$ cat config.mk
export PLATFORM = sky130hd
export DESIGN_NAME = cand_list_gen
export DESIGN_NICKNAME = d
export VERILOG_FILES = /design/src/rtl/esm_pkg.sv /design/src/rtl/popcount_bs.sv /design/src/rtl/cand_list_gen.sv
export SDC_FILE = /design/constraint.sdc
export NUM_CORES = 1
export LEC_CHECK = 0
export ABC_AREA = 1
export CAP_MARGIN = 30
export CORE_MARGIN = 2
export CORE_UTILIZATION = 35
export CTS_CLUSTER_DIAMETER = 150
export DETAILED_ROUTE_END_ITERATION = 12
export GPL_TIMING_DRIVEN = 0
export PLACE_DENSITY = 0.67
export SLEW_MARGIN = 20
export SYNTH_ARGS = -nofsm -noshare
export SYNTH_HDL_FRONTEND = slang
export SYNTH_SLANG_ARGS = --single-unit
$ cat constraint.sdc
create_clock -name clk -period 8.12 [get_ports clk]
set_input_delay 1.624 -clock clk [delete_from_list [all_inputs] [get_ports clk]]
set_output_delay 1.624 -clock clk [all_outputs]
set_load 0.01 [all_outputs]
$ cat src/rtl/esm_pkg.sv
// esm_pkg: shared defaults, slot-index width helper and FSM encoding for the candidate list block
package esm_pkg;
  localparam int BS_DEF = 16;
  localparam int THRESH_DEF = 4;
  typedef enum logic [1:0] {IDLE, COLLECT, PUBLISH, WAIT_SEL} state_t;
  function automatic int bsb_f(input int bs);
    return (bs > 1) ? $clog2(bs) : 1;
  endfunction
endpackage

$ cat src/rtl/popcount_bs.sv
// popcount_bs: combinational population count of a BS-bit bitmap
module popcount_bs
  import esm_pkg::*;
#(
  parameter int BS = BS_DEF,
  localparam int BSB = bsb_f(BS)
) (
  input  logic [BS-1:0] bits_i,
  output logic [BSB:0]  count_o
);
  always_comb begin
    count_o = '0;
    for (int i = 0; i < BS; i++) count_o = count_o + (BSB+1)'(bits_i[i]);
  end
endmodule

$ cat src/rtl/cand_list_gen.sv
// cand_list_gen: tracks a live bitmap of candidate slots and publishes registered snapshots
module cand_list_gen
  import esm_pkg::*;
#(
  parameter int BS = BS_DEF,
  parameter int THRESH = THRESH_DEF,
  localparam int BSB = bsb_f(BS)
) (
  input  logic           clk,
  input  logic           rst,
  input  logic           set_valid,
  input  logic [BSB-1:0] set_index,
  input  logic           sel_valid,
  input  logic [BSB-1:0] sel_index,
  input  logic           flush,
  input  logic           cand_ready,
  output logic           cand_valid,
  output logic [BS-1:0]  cand_list,
  output logic [BSB:0]   cand_count,
  output logic           empty,
  output logic           full,
  output logic           err
);
  state_t state_q, state_d;
  logic [BS-1:0] live_q, live_d, live_clr, clr_mask, set_mask, list_q, list_d;
  logic [BSB:0] cnt_d, cnt_q;
  logic empty_q, full_q, err_q, set_bad, clr_bad, clr_ok, pub;
  popcount_bs #(.BS(BS)) u_pop (.bits_i(live_d), .count_o(cnt_d));
  // Clear is applied before set, so a set may legally re-mark a bit cleared this cycle
  always_comb begin
    clr_bad = sel_valid && (int'(sel_index) >= BS || !live_q[sel_index]);
    clr_ok = sel_valid && !clr_bad;
    clr_mask = clr_ok ? BS'(1) << sel_index : '0;
    live_clr = live_q & ~clr_mask;
    set_bad = set_valid && (int'(set_index) >= BS || live_clr[set_index]);
    set_mask = (set_valid && !set_bad) ? BS'(1) << set_index : '0;
    live_d = live_clr | set_mask;
    pub = int'(cnt_d) >= THRESH || (flush && |live_d);
  end
  always_comb begin
    state_d = state_q;
    list_d = list_q;
    case (state_q)
      IDLE:     state_d = |live_d ? COLLECT : IDLE;
      COLLECT: begin
        state_d = pub ? PUBLISH : (|live_d ? COLLECT : IDLE);
        list_d = pub ? live_d : list_q;
      end
      PUBLISH:  state_d = cand_ready ? WAIT_SEL : PUBLISH;
      WAIT_SEL: state_d = clr_ok ? (|live_d ? COLLECT : IDLE) : WAIT_SEL;
      default:  state_d = IDLE;
    endcase
  end
  always_ff @(posedge clk or posedge rst) begin
    if (rst) begin
      state_q <= IDLE;
      live_q <= '0;
      list_q <= '0;
      cnt_q <= '0;
      empty_q <= 1'b1;
      full_q <= 1'b0;
      err_q <= 1'b0;
    end else begin
      state_q <= state_d;
      live_q <= live_d;
      list_q <= list_d;
      cnt_q <= cnt_d;
      empty_q <= ~|live_d;
      full_q <= &live_d;
      err_q <= set_bad | clr_bad;
    end
  end
  assign cand_valid = state_q == PUBLISH;
  assign cand_list = list_q;
  assign cand_count = cnt_q;
  assign empty = empty_q;
  assign full = full_q;
  assign err = err_q;
endmodule

# --- After elaboration in Yosys (flattened, before gate mapping) ---
# Cells that the tools add are included.
# Widths: inputs -> output; s select.
totals:
  output_inout_bits: 25
  input_bits: 14
  reg_bits: 42
  elab_cells: 59
op_classes:
  bitwise: 4
  shift: 2
  n_eq_ne: 3
  n_lt_le_gt_ge: 3
  n_reduce_logical: 14
  add_sub_neg: 15
  mux: 11
op_table:
  columns: ["cell", "n"]
  rows:
  - ["$add 5x1->5", 14]
  - ["$mux 16", 2]
  - ["$shl 1x4->16 const A", 2]
  - ["$and 16x16->16", 1]
  - ["$not 16->16", 1]
  - ["$or 16x16->16", 1]
  - ["$reduce_and 16->1", 1]
  - ["$reduce_or 16->1", 1]
  - ["$lt 4x5->1 const B", 2]
  - ["$bmux 1 s4", 2]
  - ["$pmux 2 s4", 1]
  - ["$ge 5x3->1 const B", 1]
  - ["$logic_and 1x1->1", 5]
  - ["$eq 2x2->1 const B", 2]
  - ["$logic_not 1->1", 4]
  - ["$mux 1", 4]
  - ["$mux 2", 2]
  - ["$add 1x1->2", 1]
  - ["$eq 2x1->1 const B", 1]
  - ["$logic_not 2->1", 1]
  - ["$reduce_and 2->1", 1]
  - ["$logic_or 1x1->1", 1]
  - ["$or 1x1->1", 1]

# --- Longest topological paths before layout ---
# Gate-level depths: netlist of the first run.
logic_depth:
  ltp_word: 35
  ltp_mapped: 38
  ltp_nobuf: 37

# --- Hierarchy ---
# Synthesis of the first run repeated with hierarchy kept, for this count alone.
unflattened:
  hier_cells: 387
  area_unflattened_um2: 3022.9
modules_own_cells:
  columns: ["mod", "area_each_um2", "seq_area_each_um2", "cells_per_inst", "n_inst"]
  rows:
  - ["cand_list_gen", 2608.8, 1052.3, 335, 1]
  - ["popcount_bs", 414.1, 0.0, 52, 1]

# --- Worst setup path before layout of the first run ---
# OpenSTA, ideal clock, no wires.
synth_timing:
  path_type: "input to register"
  start: "input sel_index[1]"
  end: "register state_q[1]"
  required_ps: 8000
  arrival_ps: 7421
  setup_ps: 120
  n_path_buf: 3
  slack_ps: 578
  stages: 35
  path_cell_list: "buf_4 -> inv_1 -> nand2_1 -> nand3_1 -> nand3_2 -> nand2_4 -> buf_8 -> nand3_1 -> nand3_1 -> nand2_1 -> nor2_1 -> nand2_1 -> nand3_2 -> nand2_2 -> nor2_4 -> nand4_1 -> and2_1 -> ha_1 -> fa_1 -> fa_1 -> fa_1 -> inv_1 -> fa_1 -> inv_1 -> fa_1 -> fa_1 -> nand2_1 -> nand2_1 -> nand2_1 -> inv_1 -> nor3_1 -> nand2_4 -> nand2_8 -> buf_12 -> nand2_1"
synth_via:
  elab_chain_len: 35
  elab_cells_between_ends: 39
  cone_classes: "add/sub (15); order compare (1); shift (1); mux (9); bitwise (3); reduce/logical (10)"
synth_lines:
  columns: ["item", "line", "rtl"]
  rows:
  - ["start: declaration", "cand_list_gen.sv:14", "input logic [BSB-1:0] sel_index,"]
  - ["$bmux 1 s4", "cand_list_gen.sv:31", "clr_bad = sel_valid && (int'(sel_index) >= BS || !live_q[sel_index]);"]
  - ["$mux 1 (not written as such)", "cand_list_gen.sv:31", null]
  - ["$logic_not 1->1", "cand_list_gen.sv:31", null]
  - ["$logic_and 1x1->1", "cand_list_gen.sv:31", null]
  - ["$logic_not 1->1", "cand_list_gen.sv:32", "clr_ok = sel_valid && !clr_bad;"]
  - ["$logic_and 1x1->1", "cand_list_gen.sv:32", null]
  - ["$mux 16 *", "cand_list_gen.sv:33", "clr_mask = clr_ok ? BS'(1) << sel_index : '0;"]
  - ["$not 16->16 *", "cand_list_gen.sv:34", "live_clr = live_q & ~clr_mask;"]
  - ["(+9 left out)", null, null]
  - ["$add 5x1->5 (13 in a row)", "popcount_bs.sv:13", "for (int i = 0; i < BS; i++) count_o = count_o + (BSB+1)'(bits_i[i]);"]
  - ["$add 5x1->5 *", "popcount_bs.sv:13", null]
  - ["named net cnt_d[4]", "cand_list_gen.sv:26", "logic [BSB:0] cnt_d, cnt_q;"]
  - ["$ge 5x3->1 *", "cand_list_gen.sv:38", "pub = int'(cnt_d) >= THRESH || (flush && |live_d);"]
  - ["$logic_or 1x1->1 *", "cand_list_gen.sv:38", null]
  - ["$mux 2 *", "cand_list_gen.sv:46", "state_d = pub ? PUBLISH : (|live_d ? COLLECT : IDLE);"]
  - ["$pmux 2 s4 *", "cand_list_gen.sv:43", "case (state_q)"]
  - ["named net state_d[1]", "cand_list_gen.sv:24", "state_t state_q, state_d;"]
  - ["end signal: assignment", "cand_list_gen.sv:64", "state_q <= state_d;"]
  - ["end: declaration", "cand_list_gen.sv:24", null]
# The timed path passes the listed nets; every way through them passes the cells marked *. The select of a mux whose other input is x is not followed.
# A chain may end at the register's enable or synchronous reset.

# --- Worst setup path in the final report of the first run ---
layout_timing:
  start: "input sel_index[3]"
  end: "register list_q[1], in the netlist cand_list[1]"
layout_via:
  elab_chain_len: 34
  elab_cells_between_ends: 37
  cone_classes: "add/sub (15); order compare (1); shift (1); mux (6); bitwise (3); reduce/logical (11)"
layout_lines:
  columns: ["item", "line", "rtl"]
  rows:
  - ["$bmux 1 s4", "cand_list_gen.sv:31", null]
  - ["$mux 1 (not written as such)", "cand_list_gen.sv:31", null]
  - ["$logic_not 1->1", "cand_list_gen.sv:31", null]
  - ["$logic_and 1x1->1", "cand_list_gen.sv:31", null]
  - ["$logic_not 1->1", "cand_list_gen.sv:32", null]
  - ["$logic_and 1x1->1", "cand_list_gen.sv:32", null]
  - ["$mux 16 *", "cand_list_gen.sv:33", null]
  - ["$not 16->16 *", "cand_list_gen.sv:34", null]
  - ["(+7 left out)", null, null]
  - ["$or 16x16->16 *", "cand_list_gen.sv:37", "live_d = live_clr | set_mask;"]
  - ["$add 1x1->2", "popcount_bs.sv:13", null]
  - ["$add 5x1->5 (13 in a row)", "popcount_bs.sv:13", null]
  - ["$add 5x1->5 *", "popcount_bs.sv:13", null]
  - ["named net cnt_d[4]", "cand_list_gen.sv:26", null]
  - ["$ge 5x3->1 *", "cand_list_gen.sv:38", null]
  - ["$logic_or 1x1->1 *", "cand_list_gen.sv:38", null]
  - ["$reduce_and 2->1 (no line) *", null, null]
  - ["end signal: assignment", "cand_list_gen.sv:66", "list_q <= list_d;"]
  - ["end: declaration", "cand_list_gen.sv:25", "logic [BS-1:0] live_q, live_d, live_clr, clr_mask, set_mask, list_q, list_d;"]
# Marked as above.

==> key figures, run 1 <==
Status
  – Status: complete, no violations

Yosys
  – Most used flip-flop cell after synthesis: dfrtp_1
  – Seq cells post-synth: 42
  – Syn_area_per_cell: approximately 7.7 µm²
  – YS warnings: 0
  – Syn Inst Count: roughly 400
  – Fraction of registers with async set/reset: 100%
  – Post-synthesis net count: 429
  – Distinct cells, synth: 30
  – Post-synthesis cell area: about 3000 µm²
  – Number of enable flip-flop cells after synthesis: 0
  – Sequential-to-total area share from yosys stat: about 35%

Hold path
  – WHS Path Cells: 2
  – Hold_sp: cand_list[13]
  – Hold EP: cand_list[13]
  – Hold Path Class: reg -> reg

Global route
  – Largest net degree at the start of global routing: 32
  – Number of global-route vias before repair: 2,782
  – Grt ovf: 0
  – Gr busiest metal: met2
  – Met1 Use GR: about a quarter
  – Met2 usage: a little under a third
  – GRT Overall Usage: between 10% and 20%
  – Initial antenna violation count: 0
  – Global-route wire length before repair: between 10,000 and 15,000 µm
  – GR Util met3: around 2.9%

Floorplanning
  – Die Area: roughly 9500 µm²
  – Core area: 8590 µm²
  – Die height: between 90 and 100 µm
  – Horiz. Die Dim: just under 100 µm
  – Initial Util: a little over a third
  – Row count: 34
  – I/O pin cnt: 39

Clock network
  – CTS root buf: clkbuf_8
  – Clock insertion delay at the later pin of the skew report: 0.30 ns
  – CTS sink cnt: 42
  – TritonCTS buffer count: 5
  – Clk buf depth: 2
  – CTS Hold Bufs: 0
  – CTS tree: built
  – Clock Pin Slew Worst Setup and Hold Paths: 0.09 ns
  – H-tree levels: 2

Pwr
  – Static Leakage: ~1.7 nW
  – Worst vdd ir: slightly below 0.5 mV
  – Power Dens Cells: 513 nW/µm²

Route
  – Pre-Repair DR Iteration Count: 6
  – DRT Wirelength: 8670 µm
  – DRT iter0 DRCs: between 150 and 200
  – DRT antenna net count: 0
  – Routed vias/inst: around 5
  – Drt wl/cell: between 15 and 20 µm
  – Vias after detailed routing: between 2,000 and 3,000
  – Drt drc: 0

Critical path
  – Critical path data arrival time: a little under 8 ns
  – Required time of the critical path: ~8.3 ns
  – CP endpoint kind: flop
  – Critical path's slowest cell: fa_1
  – Worst Path Max Fanout: 10
  – Critical R2R Launch: live_q[0]
  – Worst reg-to-reg setup slack: ~1.7 ns
  – Crit-path max cell delay: ~0.54 ns
  – Cell family with most CP delay: adder cells
  – CP Buf/Inv Count: 7
  – Reg2reg end: cand_list[1]
  – Startpoint types: input pin
  – R2R depth: 35
  – WS Path Type: in -> reg

STA
  – Max Freq: around 130 MHz
  – Final worst path period share: 95.4%
  – Count of final setup violators: 0
  – Slew Limit Fails: 0
  – Relative slew slack: between 60% and 70%
  – Minimum clock period after layout: around 7.7 ns
  – Worst-Margin Slew: ~0.50 ns
  – Final Hold Fails: 0
  – Worst Skew: about 0.0074 ns

Placement
  – Placed wire-length estimate: 6440 µm
  – GPL Wtd Cong: a little under 1
  – Placed inst area: around 3600 µm²
  – Cell total after placement: 542
  – # port buffers: 36

Layout
  – Cell area after layout: approximately 3700 µm²
  – Non-Filler Instances: 554
  – Fin nets: roughly 480
  – Fill count: between 800 and 900
  – Layout area overhead: 22.2%
  – Share of layout cells above drive strength 1: 18.4%
  – Ant diodes: 0

Job
  – Max Cap Violations: 0
flip-flops by register name, indices dropped and copies added, names as in the netlist:
name	count
err	1
empty	1
state_q	2
cand_count	5
full	1
live_q	16
cand_list	16
how the worst max path moves through the flow:
stage               cells after the start      endpoint         start
CTS                                    37  cand_list[1]  sel_index[0]
detailed placement                     36  cand_list[1]  sel_index[0]
floorplan                              35    state_q[1]  sel_index[1]
global route                           34  cand_list[9]  sel_index[3]
global placement                       36  cand_list[1]  sel_index[0]
finish                                 33  cand_list[1]  sel_index[3]
metrics by stage:
| stage | util (%) | hold WS, ns | TNS, ns | worst slack (ns) | power, mW |
|---|---|---|---|---|---|
| 3_3_place_gp | 41.2 | 0.458 | -8.72 | -0.558 | 1.57 |
| 5_1_grt | 43.3 | 0.510 | -0.00145 | -0.00145 | 2.11 |
| 6_report | 43.3 | 0.484 | 0 | 0.373 | 1.91 |
| 3_5_place_dp | 41.4 | 0.463 | -8.74 | -0.557 | 1.61 |
| 2_1_floorplan | - | 0.506 | 0 | 0.578 | 1.27 |
| 4_1_cts | 42.9 | 0.487 | 0 | 0.0222 | 1.86 |
power by group:
group / internal (mW) / switching, mW / leakage, nW
Clock: 0.0918 / 0.0755 / 0.0514
Sequential: 0.309 / 0.0523 / 0.502
Combinational: 0.573 / 0.807 / 1.19
Total: 0.973 / 0.934 / 1.74
cell families (layout without fill, tap and decap cells):
| logic type | after synthesis | after routing | share of synthesized area [%] |
|---|---|---|---|
| and+or+nand+nor | 270 | 270 | 44.4 |
| buffers and inverters | 59 | 108 | 9.49 |
| DFF | 42 | 42 | 34.6 |
| adders and majority gates | 18 | 18 | 9.86 |
| AOI/OAI and AO/OA | 6 | 6 | 1.15 |
| xor gates and xnor gates | 2 | 2 | 0.575 |
placed cells by master (no fill, tap or decap), drive strengths merged:
cell type	netlist	routed
nor4	2	2
buf	12	16
nand3	60	60
o21ai	5	5
a32o	1	1
clkbuf	2	9
bufinv	0	1
nand4	20	20
ha	8	8
dfstp	1	1
nor2	31	31
clkinvlp	0	2
xor2	2	2
clkinv	2	2
clkdlybuf4s50	0	35
dfrtp	41	41
and2	4	4
inv	43	43
nor3	25	25
fa	10	10
nand2	128	128
final cells by class:
| class | count | area, µm² | share of cell area (%) |
|---|---|---|---|
| clock buffers | 6 | 72.6 | 1.95 |
| multi-input cells | 296 | 1730 | 46.4 |
| inverters | 45 | 169 | 4.54 |
| repair inverters | 1 | 5.00 | 0.134 |
| well taps | 108 | 135 | 3.63 |
| repair buffers | 40 | 398 | 10.7 |
| flip-flops and latches | 42 | 1050 | 28.3 |
| plain buffers | 14 | 126 | 3.40 |
| clock inverters | 2 | 37.5 | 1.01 |
Yosys cell counts (2+ instances only):
master    number  share of area [%]
and2_1         4               0.82
buf_2          5               0.82
buf_6          4                1.5
clkbuf_1       2               0.25
clkinv_1       2               0.25
dfrtp_1       41                 34
fa_1          10                6.6
ha_1           8                3.3
inv_1         38                4.7
inv_2          5               0.62
nand2_1       94                 12
nand2_2       30                6.2
nand2_4        3                1.1
nand3_1       53                8.7
nand3_2        7                2.3
nand4_1       20                4.1
nor2_1        26                3.2
nor2_2         4               0.82
nor3_1        25                4.1
nor4_1         2               0.41
o21ai_0        4               0.66
xor2_1         2               0.58
per-layer routing:
| metal | wire length, µm | vias to the layer above |
|---|---|---|
| met2 | 4040 | 131 |
| met3 | 530 | 22 |
| met5 | 0 | - |
| li1 | - | 1384 |
| met1 | 3950 | 1307 |
| met4 | 151 | 0 |
tightest hold or removal path, stage by stage (launching register included):
cell,delay (ns)
dfrtp_1,0.35
nand2_1,0.05
nand2_1,0.05
timing repair:
item                                   in CTS  in global routing
resized for setup                           4                  7
setup buffers                               0                  3
cloned                                      0                  1
pin swaps                                   0                  3
endpoints found under the hold margin       0                  0
setup endpoints to repair                  18                 18
(Power assumes the default switching activity.)
==> inputs of run 2 (changes only) <==
--- a/config.mk
+++ b/config.mk
@@ -12,7 +12,7 @@
 export CTS_CLUSTER_DIAMETER = 150
 export DETAILED_ROUTE_END_ITERATION = 12
 export GPL_TIMING_DRIVEN = 0
-export PLACE_DENSITY = 0.67
+export PLACE_DENSITY = 0.62
 export SLEW_MARGIN = 20
 export SYNTH_ARGS = -nofsm -noshare
 export SYNTH_HDL_FRONTEND = slang
==> run 2 against run 1 <==
Routed wire length decreased by 4.1%; hold slack got worse by 0.0034 ns; power decreased by 2.9%; fmax decreased by 0.40%; design area increased by 0.27%; critical path depth decreased by 2; utilization increased by 0.12 points; combinational power decreased by 7%; flip-flop and latch count unchanged; setup slack got worse by 0.031 ns; critical endpoint is now state_q[1]; largest cell class unchanged.
==> key figures, run 2 (synthesis gave the netlist of run 1 again) <==
Status
  – Status: complete, no violations

STA
  – Relative slew slack: about three fifths
  – Max Freq: between 100 and 150 MHz
  – Slew Limit Fails: 0
  – Final worst path period share: 95.8%
  – RSZ-0062 raised after global routing: false
  – Count of final setup violators: 0
  – Final setup margin: about 0.34 ns
  – Minimum clock period after layout: 7.78 ns
  – Final Hold Fails: 0
  – Worst-Margin Slew: approximately 0.58 ns
  – Worst Skew: roughly 0.0064 ns

Clock network
  – CTS Hold Bufs: 0
  – CTS sink cnt: 42
  – Clock Pin Slew Worst Setup and Hold Paths: about 0.080 ns
  – CTS root buf: clkbuf_8
  – Clock insertion delay at the later pin of the skew report: around 0.3 ns
  – H-tree levels: 2
  – Clk buf depth: 2
  – CTS tree: built
  – TritonCTS buffer count: 5

Pwr
  – Sequential power share: 19.4%
  – Clk pwr share: 10.8%
  – Worst vdd ir: about 0.43 mV
  – Internal power: 0.962 mW
  – Static Leakage: ~1.8 nW
  – Switching power: between 0.8 and 0.9 mW
  – Switching Share: ~48%
  – Power Dens Cells: 496 nW/µm²
  – Comb pwr share: a little over two thirds

Layout
  – Share of layout cells above drive strength 1: between 10% and 20%
  – Fin nets: about 470
  – Non-Filler Instances: about 550
  – Utilization after layout: 43.4%
  – Layout area overhead: 22.5%
  – Ant diodes: 0
  – Cell area after layout: between 3000 and 4000 µm²
  – Commonest non-fill, non-tap cell in the layout: nand2_1
  – Most frequent cells in the layout: nand2_1, nand3_1, dfrtp_1
  – Fill count: approximately 870

Global route
  – Initial antenna violation count: 0
  – Largest net degree at the start of global routing: 26
  – GRT Overall Usage: between 10% and 20%
  – Grt ovf: 0
  – Global-route wire length before repair: 13,800 µm
  – Number of global-route vias before repair: 2,749

Placement
  – GPL Wtd Cong: 0.948
  – Placed wire-length estimate: 6400 µm
  – Cell total after placement: approximately 540
  – Pre-CTS setup slack: -0.599 ns
  – # port buffers: 36
  – Placed inst area: around 3600 µm²

Floorplanning
  – Row count: 34
  – Die height: ~100 µm
  – Initial Util: 35.4%
  – Die Area: about 9500 µm²
  – Horiz. Die Dim: between 90 and 100 µm
  – I/O pin cnt: 39
  – Core area: around 8600 µm²

Job
  – Max Cap Violations: 0

Critical path
  – Most used cell, CP: fa_1
  – Worst Path Max Fanout: 10
  – CP endpoint kind: flop
  – Crit-path max cell delay: roughly 0.54 ns
  – Critical path's slowest cell: fa_1
  – WS Path Type: in -> reg
  – Critical path data arrival time: ~8 ns
  – CP Buf/Inv Count: 7
  – Required time of the critical path: slightly above 8 ns
  – Cell family with most CP delay: adder cells
  – Startpoint types: input pin

Route
  – DRT iter0 DRCs: roughly 150
  – Drt wl/cell: roughly 15 µm
  – Routed vias/inst: between 5 and 6
  – DRT Wirelength: approximately 8300 µm
  – Drt drc: 0
  – DRT antenna net count: 0
  – Pre-Repair DR Iteration Count: 4
  – Vias after detailed routing: 2,775

Hold path
  – Hold Path Class: reg -> reg
[run 2: changes by cell type in the layout (fill, tap and decap cells not counted), sizes merged]
cell / change
buf: -2
clkbuf: -2
clkinvlp: -2
bufinv: +1
clkinv: +1
dlymetal6s2s: +1
[run 2: power by group through the flow]
stage	Combinational, mW	Sequential, mW	Clock, mW
finish	1.29	0.359	0.200
detailed placement	1.22	0.362	0
floorplan	0.893	0.378	0
global placement	1.20	0.362	0
CTS	1.29	0.360	0.206
global route	1.46	0.369	0.216
[run 2: what timing repair did]
action,4_1_cts,5_1_grt
resized for setup,4,1
pin swaps,1,1
endpoints found under the setup margin,18,18
buffers inserted,1,0
[run 2: final timing paths]
check	startpoint	endpoint	slack, ns	cells after the start
hold / removal	cand_list[11]	cand_list[11]	0.48	2
min in group asynchronous	rst	cand_list[0]	1.69	2
hold reg to reg	cand_list[11]	cand_list[11]	0.48	2
setup reg to reg	live_q[0]	state_q[1]	1.71	33
max in group asynchronous	rst	live_q[11]	5.93	3
setup / recovery	sel_index[3]	state_q[1]	0.34	31
[run 2: through the flow]
stage          power [mW]  hold slack, ns  setup TNS, ns
4_1_cts              1.86           0.487              0
2_1_floorplan        1.27           0.506              0
3_3_place_gp         1.57           0.461          -8.88
3_5_place_dp         1.58           0.461          -9.50
6_report             1.85           0.481              0
5_1_grt              2.05           0.516              0
[run 2: worst register-to-register path, delay by kind of cell, from the launching register on]
| kind | cells | cell delay, ns |
|---|---|---|
| adder cells (fa/ha/maj) | 7 | 3.24 |
| flip-flops | 1 | 0.39 |
| AND/OR/NAND/NOR | 20 | 2.02 |
| buffers and inverters | 5 | 0.42 |
| XOR/XNOR | 1 | 0.20 |
[run 2: layer usage]
metal,up-vias,GRT usage (%),part of all wire [%]
li1,1380,-,-
met1,1302,24.8,45
met2,80,30.3,48
met3,13,2.81,5.2
met4,0,4.81,1.7
met5,-,0,0
[run 2: area by class of cell]
class / count / area [µm²] / share of cell area, %
Buffer: 14 / 120 / 3.22
Clock buffer: 5 / 68.8 / 1.84
Clock inverter: 3 / 68.8 / 1.84
Inverter: 45 / 169 / 4.53
Multi-Input combinational cell: 296 / 1720 / 46.1
Sequential cell: 42 / 1050 / 28.2
Tap cell: 108 / 135 / 3.62
Timing Repair Buffer: 38 / 398 / 10.7
==> inputs of run 3 (changes only) <==
--- a/config.mk
+++ b/config.mk
@@ -13,6 +13,7 @@
 export DETAILED_ROUTE_END_ITERATION = 12
 export GPL_TIMING_DRIVEN = 0
 export PLACE_DENSITY = 0.62
+export SKIP_CTS_REPAIR_TIMING = 1
 export SLEW_MARGIN = 20
 export SYNTH_ARGS = -nofsm -noshare
 export SYNTH_HDL_FRONTEND = slang
==> run 3 against run 2 <==
Via count decreased by 0.14%; setup slack got worse by 0.038 ns; power about the same; global-route usage is 0.11 points lower; critical path depth shrank 2; fmax is 0.49% lower; utilization about the same; largest cell class unchanged.
==> key figures, run 3 (synthesis gave the netlist of run 1 again) <==
STA
  – Count of final setup violators: 0
  – Final Hold Fails: 0
  – RSZ-0062 raised after global routing: false
  – Minimum clock period after layout: 7.82 ns
  – Worst-Margin Slew: between 0.5 and 0.6 ns
  – Slew Limit Fails: 0
  – Final worst path period share: 96.3%
  – Relative slew slack: just over 60%
  – Worst Skew: between 0.006 and 0.007 ns
  – Max Freq: between 100 and 150 MHz

Job
  – Max Cap Violations: 0

Global route
  – Initial antenna violation count: 0
  – Grt ovf: 0
  – GRT Overall Usage: a little under a fifth
  – Largest net degree at the start of global routing: 26
  – Global-route wire length before repair: ~14,000 µm
  – Number of global-route vias before repair: 2,738

Route
  – DRT iter0 DRCs: around 160
  – Drt drc: 0
  – Pre-Repair DR Iteration Count: 4
  – DRT antenna net count: 0
  – DRT Wirelength: 8270 µm
  – Drt wl/cell: about 15 µm
  – Vias after detailed routing: 2,771
  – Routed vias/inst: between 5 and 6

Pwr
  – Power Dens Cells: between 400 and 500 nW/µm²
  – Static Leakage: ~1.8 nW
  – Worst vdd ir: roughly 0.43 mV

Placement
  – GPL Wtd Cong: ~0.95
  – Placed inst area: ~3600 µm²
  – # port buffers: 36
  – Placed wire-length estimate: 6400 µm

Hold path
  – Hold Path Class: reg -> reg
  – Hold EP: cand_list[11]
  – Hold_sp: cand_list[11]
  – WHS Path Cells: 2

Floorplanning
  – Die height: a little under 100 µm
  – I/O pin cnt: 39
  – Initial Util: 35.4%
  – Horiz. Die Dim: slightly below 100 µm
  – Row count: 34
  – Die Area: 9460 µm²
  – Core area: 8590 µm²

Clock network
  – TritonCTS buffer count: 5
  – CTS tree: built
  – H-tree levels: 2
  – Clock Pin Slew Worst Setup and Hold Paths: 0.08 ns
  – Clk buf depth: 2
  – Clock insertion delay at the later pin of the skew report: 0.30 ns
  – CTS root buf: clkbuf_8
  – CTS sink cnt: between 40 and 50

Layout
  – Ant diodes: 0
  – Layout area overhead: 22.4%
  – Most frequent cells in the layout: nand2_1, nand3_1, dfrtp_1
  – Share of layout cells above drive strength 1: roughly 17%
  – Fin nets: roughly 470
  – Cell area after layout: approximately 3700 µm²
  – Multi-input gate area: between 1500 and 2000 µm²
  – Commonest non-fill, non-tap cell in the layout: nand2_1
  – Fill count: about 860
  – Utilization after layout: 43.4%
  – Seq. cell area: 1050 µm²

Critical path
  – CP endpoint kind: flop
  – R2R depth: 31
  – Startpoint types: input pin
  – Crit path launch: sel_index[3]
  – Required time of the critical path: 8.31 ns
  – WS Path Type: in -> reg
  – Most used cell, CP: fa_1
  – Crit-path max cell delay: roughly 0.54 ns
  – Critical path's slowest cell: fa_1
  – Critical path data arrival time: 8.01 ns
  – Worst reg-to-reg setup slack: approximately 1.7 ns
  – Worst Path Max Fanout: 10
  – Critical R2R Launch: live_q[0]
  – Reg2reg end: state_q[1]

Status
  – Status: complete, no violations
## run 3: critical path: cells and delay by family
kind | cells | cell delay [ns]
xor gates and xnor gates | 1 | 0.20
buffers and inverters | 5 | 0.92
adders and majority gates | 7 | 3.24
AOI/OAI and AO/OA | 1 | 0.27
and+or+nand+nor | 15 | 1.75
## run 3: worst max-delay path by stage
stage | endpoint | slack [ns] | cells past startpoint
after global routing | cand_list[9] | 0.005 | 33
after global placement | cand_list[9] | -0.57 | 36
after floorplan | state_q[1] | 0.58 | 35
after detailed placement | cand_list[9] | -0.60 | 36
after CTS | cand_list[9] | -0.32 | 36
final | state_q[1] | 0.30 | 29
## run 3: final cells by class
| class | instances | area share, % |
|---|---|---|
| Multi-Input combinational cell | 296 | 46.0 |
| Buffer | 14 | 3.22 |
| Tap cell | 108 | 3.63 |
| Timing Repair Buffer | 38 | 10.7 |
| Sequential cell | 42 | 28.2 |
| Inverter | 45 | 4.53 |
| Clock inverter | 3 | 1.85 |
| Clock buffer | 5 | 1.85 |
## run 3: per-stage QoR
stage	setup WS [ns]	power, mW	hold slack, ns	TNS, ns	cells
5_1_grt	0.00523	2.05	0.516	0	551
3_5_place_dp	-0.599	1.58	0.461	-9.50	542
3_3_place_gp	-0.573	1.57	0.461	-8.88	541
2_1_floorplan	0.578	1.27	0.506	0	397
4_1_cts	-0.315	1.79	0.487	-4.45	550
6_report	0.304	1.85	0.481	0	551
## run 3: power breakdown
group	total [mW]	leakage (nW)	switching, mW	internal (mW)
combinational	1.29	1.19	0.762	0.529
clock	0.201	0.0683	0.0773	0.123
sequential	0.359	0.502	0.0499	0.309
## run 3: layer usage
metal  routed length [µm]  vias up  track usage [%]  part of all wire (%)
li1                     -     1376                -                     -
met1                 3760     1288             24.8                    45
met2                 3940       94             30.0                    48
met3                  426       13             2.81                   5.2
met4                  139        0             4.81                   1.7
met5                    0        -                0                     0
